[src/rtl/clock_manager.sv]
// clock_manager
//   Divides the free-running CLK by a programmable divisor and produces a
//   registered divided clock (clk), a one-cycle period strobe (ce), a
//   stretched downstream reset (resetn) and a running count of ce pulses
//   (ticks). The divider can run continuously, pause, or single-step one
//   full period per rising edge of step_i.
//
// Ports
//   CLK     in   source clock; all logic is on its rising edge
//   RESET   in   asynchronous active-low reset
//   div_i   in   requested divisor; 0 behaves as 1; sampled only at wrap
//   mode_i  in   00 run, 01 pause, 10 step, 11 run
//   step_i  in   step request level; rising edge starts one period
//   clk     out  divided clock, registered
//   ce      out  one-CLK strobe per completed divided period
//   resetn  out  active-low reset, released SYNC_STAGES+RST_HOLD edges
//                after RESET rises
//   ticks   out  number of ce pulses since reset, wraps at 2^32
module clock_manager #(
    parameter int unsigned WIDTH       = 16,
    parameter int unsigned DIV_DEFAULT = 1,
    parameter int unsigned SYNC_STAGES = 2,
    parameter int unsigned RST_HOLD    = 8
) (
    input  logic             CLK,
    input  logic             RESET,
    input  logic [WIDTH-1:0] div_i,
    input  logic [1:0]       mode_i,
    input  logic             step_i,
    output logic             clk,
    output logic             ce,
    output logic             resetn,
    output logic [31:0]      ticks
);

    localparam int unsigned SYNC_N = (SYNC_STAGES < 2) ? 2 : SYNC_STAGES;
    localparam int unsigned HOLD_N = (RST_HOLD < 1) ? 1 : RST_HOLD;
    localparam int unsigned HOLD_W = $clog2(HOLD_N + 1);

    localparam logic [WIDTH-1:0]  ONE       = WIDTH'(1);
    localparam logic [WIDTH-1:0]  DIV_RST   = (DIV_DEFAULT == 0) ? ONE : WIDTH'(DIV_DEFAULT);
    localparam logic [HOLD_W-1:0] HOLD_LAST = HOLD_W'(HOLD_N - 1);

    typedef enum logic [1:0] {
        MODE_RUN   = 2'b00,
        MODE_PAUSE = 2'b01,
        MODE_STEP  = 2'b10,
        MODE_RUN2  = 2'b11
    } mode_e;

    mode_e mode;
    assign mode = mode_e'(mode_i);

    // Release sequencer state
    logic [SYNC_N-1:0] sync_q, sync_d;
    logic [HOLD_W-1:0] hold_q, hold_d;
    logic              resetn_q, resetn_d;

    // Divider state
    logic [WIDTH-1:0]  cnt_q, cnt_d;
    logic [WIDTH-1:0]  div_q, div_d;
    logic              clk_q, clk_d;
    logic              ce_q, ce_d;
    logic [31:0]       ticks_q, ticks_d;
    logic              step_prev_q, step_prev_d;

    logic              count_en;
    logic              wrap;
    logic              step_rise;
    logic [WIDTH:0]    half;
    logic [WIDTH-1:0]  div_in;

    // Release sequencer: synchronise RESET deassertion, then hold resetn low
    // for HOLD_N further edges.
    always_comb begin
        sync_d   = {sync_q[SYNC_N-2:0], 1'b1};
        hold_d   = hold_q;
        resetn_d = resetn_q;
        if (sync_q[SYNC_N-1] && !resetn_q) begin
            if (hold_q == HOLD_LAST) begin
                resetn_d = 1'b1;
            end else begin
                hold_d = hold_q + HOLD_W'(1);
            end
        end
    end

    always_comb begin
        step_rise   = step_i & ~step_prev_q;
        step_prev_d = step_i;
        div_in      = (div_i == '0) ? ONE : div_i;
        half        = ({1'b0, div_q} + (WIDTH + 1)'(1)) >> 1;

        // While resetn is held low the divider free-runs so downstream
        // synchronous logic sees clk/ce during its reset. In step mode a
        // non-zero phase means a period is in flight (a step, or a period
        // interrupted by the mode change); it always runs to completion, so
        // "idle" is simply cnt==0 and edges seen mid-period are ignored.
        if (!resetn_q) begin
            count_en = 1'b1;
        end else begin
            case (mode)
                MODE_PAUSE: count_en = 1'b0;
                MODE_STEP:  count_en = (cnt_q != '0) || step_rise;
                default:    count_en = 1'b1;
            endcase
        end

        wrap  = count_en && (cnt_q == div_q - ONE);
        cnt_d = cnt_q;
        div_d = div_q;
        clk_d = clk_q;
        ce_d  = 1'b0;

        if (count_en) begin
            // clk follows the phase of the previous cycle; divisor 1 keeps it low
            clk_d = (div_q != ONE) && ({1'b0, cnt_q} < half);
            if (wrap) begin
                cnt_d = '0;
                div_d = div_in;
                ce_d  = 1'b1;
            end else begin
                cnt_d = cnt_q + ONE;
            end
        end

        ticks_d = ticks_q + 32'(ce_q);
    end

    always_ff @(posedge CLK or negedge RESET) begin
        if (!RESET) begin
            sync_q      <= '0;
            hold_q      <= '0;
            resetn_q    <= 1'b0;
            cnt_q       <= '0;
            div_q       <= DIV_RST;
            clk_q       <= 1'b0;
            ce_q        <= 1'b0;
            ticks_q     <= '0;
            step_prev_q <= 1'b0;
        end else begin
            sync_q      <= sync_d;
            hold_q      <= hold_d;
            resetn_q    <= resetn_d;
            cnt_q       <= cnt_d;
            div_q       <= div_d;
            clk_q       <= clk_d;
            ce_q        <= ce_d;
            ticks_q     <= ticks_d;
            step_prev_q <= step_prev_d;
        end
    end

    assign clk    = clk_q;
    assign ce     = ce_q;
    assign resetn = resetn_q;
    assign ticks  = ticks_q;

endmodule

[config.mk]
export PLATFORM = sky130hd
export DESIGN_NAME = clock_manager
export DESIGN_NICKNAME = d
export VERILOG_FILES = /design/src/rtl/clock_manager.sv
export SDC_FILE = /design/constraint.sdc
export NUM_CORES = 1
export LEC_CHECK = 0
export BUFFER_PORTS_ARGS = -buffer_cell sky130_fd_sc_hd__buf_4
export CORE_AREA = 4 4 121 123
export CTS_BUF_LIST = sky130_fd_sc_hd__clkbuf_2 sky130_fd_sc_hd__clkbuf_4 sky130_fd_sc_hd__clkbuf_8
export DETAILED_ROUTE_END_ITERATION = 16
export DIE_AREA = 0 0 125 127
export PLACE_DENSITY = 0.5
export SLEW_MARGIN = 0
export SYNTH_ARGS = -nofsm -noshare
export SYNTH_HDL_FRONTEND = slang
export SYNTH_SLANG_ARGS = --single-unit
[constraint.sdc]
create_clock -name CLK -period 6.5 [get_ports CLK]
set_clock_uncertainty 0.2 [all_clocks]
set_input_delay 1.625 -clock CLK [delete_from_list [all_inputs] [get_ports CLK]]
set_output_delay 1.625 -clock CLK [all_outputs]
set_load 0.05 [all_outputs]
# --- Yosys cells after proc, flatten, opt, wreduce, memory -nomap -nowiden ---
# Index checks and enable logic that the tools add are counted.
totals:
  word_cells: 39
  out_inout_bits: 35
  in_bits: 21
  register_bits: 74
classes:
  n_addsub: 5
  bitwise: 3
  n_eq_ne: 5
  magnitude_cmp: 1
  mux: 6
  n_reduce_logical: 10
op_table:
  columns: ["operator", "count"]
  rows:
  - ["adder 32 x 1 -> 32 bit", 1]
  - ["2-to-1 mux 16 bit", 2]
  - ["adder 16 x 1 -> 17 bit (second input constant)", 1]
  - ["adder 16 x 1 -> 16 bit (second input constant)", 1]
  - ["== test 16 bit", 1]
  - ["zero test 16 bit", 1]
  - ["less-than comparator 16 bit", 1]
  - ["!= test 16 x 1 -> 1 bit (second input constant)", 1]
  - ["nonzero test 16 bit", 1]
  - ["subtractor 16 x 1 -> 16 bit (second input constant)", 1]
  - ["AND reduction 2 bit", 3]
  - ["adder 4 x 1 -> 4 bit (second input constant)", 1]
  - ["== test 4 x 3 -> 1 bit (second input constant)", 1]
  - ["logical AND 1 bit", 3]
  - ["2-to-1 mux 1 bit", 3]
  - ["== test 2 x 1 -> 1 bit (second input constant)", 1]
  - ["== test 2 bit (second input constant)", 1]
  - ["NOT 1 bit", 2]
  - ["one-hot mux 1 bit (2 select lines)", 1]
  - ["bitwise AND 1 bit", 1]
  - ["zero test 1 bit", 1]
  - ["logical OR 1 bit", 1]

# --- Logic depth before layout (Yosys ltp) ---
depth:
  ltp_word: 8
  mapped_depth: 13
  ltp_nobuf: 13

# --- Worst setup path before layout ---
# OpenSTA, ideal clock, no wires.
synth_path:
  kind: "in2reg"
  from: "input mode_i[1]"
  to: "register div_q[10]"
  arrival_time_ns: 3.047
  slack_ns: 3.128
  t_required_ns: 6.175
  stages: 9
  n_path_buf: 2
  setup_time_ns: 0.125
  cell_sequence: "nor4bb_1 -> nand3_1 -> o21ai_1 -> nor4_1 -> nand4_1 -> and4bb_1 -> buf_6 -> buf_12 -> mux2_4"
synth_via:
  elab_chain_len: 5
  word_cells_on_any_way: 6
  classes_between: "eq/ne (2); mux (2); reduce/logical (2)"
synth_rtl:
  columns: ["element", "line_no", "rtl"]
  rows:
  - ["from (decl)", "28", "input logic [1:0] mode_i,"]
  - ["== test 2 bit or == test 2 x 1 -> 1 bit (tied branches)", "102", "case (mode)"]
  - ["one-hot mux 1 bit (2 select lines) (*)", "102", null]
  - ["2-to-1 mux 1 bit (*)", "99", "if (!resetn_q) begin"]
  - ["logical AND 1 bit", "109", "wrap = count_en && (cnt_q == div_q - ONE);"]
  - ["AND reduction 2 bit (no line) (*)", null, null]
  - ["to (signal assigned)", "146", "div_q <= div_d;"]
  - ["to (decl)", "61", "logic [WIDTH-1:0] div_q, div_d;"]
# Mark *: on every way between the ends. The rest lies on a longest branch, timed or not.
# A chain may end at the register's enable or synchronous reset.

# --- Worst setup path after layout ---
layout_path:
  from: "input mode_i[1]"
  to: "register div_q[15]"
# Same word-level chain as after synthesis.

==> metrics.txt <==
RD Place Congestion=0.826; largest net degree at the start of global routing=75; Total Power=1.49 mW; most frequent cells in the layout=dfrtp_1 (73), buf_4 (56), xnor2_1 (42), nor2_1 (38), xor2_1 (38); Setup crit end kind=flip-flop; number of synthesis warnings=0; final setup vio count=0; Sequential Power Share=0.437; vias in the first global route=3,098; CP Max Fanout=18; Synth Cell Area=4420 um^2; CTS root buf=clkbuf_8; final cell count without fillers=667; # DRC=0; Worst slew margin=0.361; Fmax=242 MHz; Site Rows=43; Die ar.=15,900 um^2; Setup crit start kind=primary input; Total GRT Usage=0.124; status=finished, final reports clean; Slew @ Worst Pin=959 ps; synthesis-to-finish area growth=16.4%; Final Hold Fails=0; CTS H-tree lvls=3; Logic pwr share=0.307; fin. max-slew vios=0; Critical Path AT=4180 ps; Critical Path RT=6550 ps; initial antenna violation count=0; post-synthesis sequential area ratio=0.419; CTS Buf Count=9; DRT iter0 DRCs=217; Cells after DPL=651; hold_buf cts=0; Via Count=3,158; Post-synth EDFFs=0; kind of path behind the tightest hold check=reg -> reg; setup bufs post-CTS=0; WL per Instance=14.2 um; fill count=1,390; Sink Count=74; worst setup path class=in -> reg; final wirelength=9.44 mm; Tmin final=4130 ps; Resize count post-CTS=0; n_diodes=0; layout cells sized above 1=0.199; RSZ-0062 raised after global routing=false; TritonRoute pass-1 iters=4; Int Pwr=941 uW; width of the die=125 um; syn_area_per_cell=10.2 um^2; Seq cells post-synth=74; TritonCTS clock tree=yes; clock group share of total power=0.255; commonest non-fill, non-tap cell in the layout=dfrtp_1; Cell variety after synth=55; I/O Buffers=55; Max Cap Viol=0; Sw Ratio=0.367; clock-pin slew on the worst setup and hold paths=90 ps; grt ovf=0; dominant synthesized flop cell=dfrtp_1; Core ar.=13,700 um^2; Detail Route Antenna Nets=0; Power Density=289 nW/um^2; vias per inst=4.73; clk buf depth=2; post-layout net count=526; Mapped Nets=477; static leakage power=2.36 nW; Starting Density=0.324; first-pass GRT wire length=16.1 mm; Post-DP HPWL=7.03 mm; FFs w/ async S/R, synth=1.00; P_sw=547 uW; die height=127 um; fin crit share=0.635; Max IR drop VDD=0.112 mV; Mapped Cells=433; Ports=56; Skew-Pair Late Insertion Delay=360 ps; setup TNS=0 ps
==> synthesized netlist by cell type, types with 4 or more instances <==
cell type	count	area [um^2]
and3_1	8	50.1
nand4_1	13	81.3
a21oi_1	4	20.0
clkbuf_1	9	33.8
xor2_1	38	333
dfrtp_1	73	1830
and2_1	4	25.0
nor3_1	8	40.0
o21ai_0	9	45.0
a21o_1	5	37.5
mux2_2	5	56.3
buf_6	6	67.6
ha_1	23	288
mux2_4	11	165
nand2_1	33	124
nor2_1	38	143
nand3_1	33	165
xnor2_1	42	368
inv_1	10	37.5
nor4_1	9	56.3
==> power by group through the flow <==
| stage | logic, mW | registers, mW | clock network (mW) |
|---|---|---|---|
| final | 0.457 | 0.650 | 0.380 |
| after global routing | 0.517 | 0.665 | 0.415 |
| after CTS | 0.463 | 0.652 | 0.398 |
| after detailed placement | 0.461 | 0.661 | 0 |
| after global placement | 0.457 | 0.659 | 0 |
| after floorplan | 0.374 | 0.629 | 0 |
==> logic make-up (layout without fill, tap and decap cells) <==
| logic type | count (synthesis) | after routing | share of synthesized area |
|---|---|---|---|
| simple gates | 173 | 173 | 0.208 |
| xor+xnor | 80 | 80 | 0.158 |
| flops | 74 | 74 | 0.419 |
| compound gates | 34 | 34 | 0.0509 |
| buf+inv | 28 | 82 | 0.0382 |
| fa+ha+maj | 23 | 23 | 0.0651 |
| mux | 20 | 20 | 0.0594 |
| other cells | 1 | 1 | 0.000848 |
==> flip-flops by register name (all words and copies together), names as in the netlist <==
name / cells
clk: 1
resetn: 1
step_prev_q: 1
cnt_q: 16
hold_q: 4
ce: 1
ticks: 32
sync_q: 2
div_q: 16
==> critical path: stages <==
cell and delay (ps):
buf_4 110, nor4bb_1 120, nand3_1 90, o21ai_1 200, nor4_1 370, nand4_1 130
and4bb_1 730, buf_4 410, mux2_2 370
==> metal layers <==
layer / GRT usage / wire [um] / share of wire
met2: 0.191 / 4300 / 0.46
met5: 0 / 0 / 0
met4: 0.0459 / 132 / 0.014
met1: 0.173 / 4740 / 0.50
met3: 0.0268 / 272 / 0.029
==> layout make-up <==
cell class | count | area [um^2] | share of cell area
clock inverters | 6 | 72.6 | 0.0141
repair buffers | 56 | 420 | 0.0817
clock buffers | 10 | 138 | 0.0267
flip-flops and latches | 74 | 1850 | 0.360
multi-input cells | 331 | 2400 | 0.466
well taps | 180 | 225 | 0.0438
inverters | 10 | 37.5 | 0.00729
==> metrics by stage <==
stage	util	setup WS (ps)	hold slack (ps)	area, um^2
after floorplan	-	3130	131	4420
after global placement	0.361	2050	135	4940
after detailed placement	0.361	1930	137	4940
after CTS	0.377	2320	159	5150
after global routing	0.377	2170	177	5150
final	0.377	2370	156	5150
==> final timing paths <==
check                               start        end  slack [ps]  cells past startpoint
worst max-delay path            mode_i[1]  div_q[15]        2370                      9
worst max register to register   div_q[1]  div_q[15]        2830                     10
max in group asynchronous           RESET   div_q[4]        4260                      1
min in group asynchronous           RESET  ticks[11]        1200                      1
worst min register to register  sync_q[0]  sync_q[1]         160                      0
worst min-delay path            sync_q[0]  sync_q[1]         160                      0
Note: power is estimated with default switching activity, not from simulation.
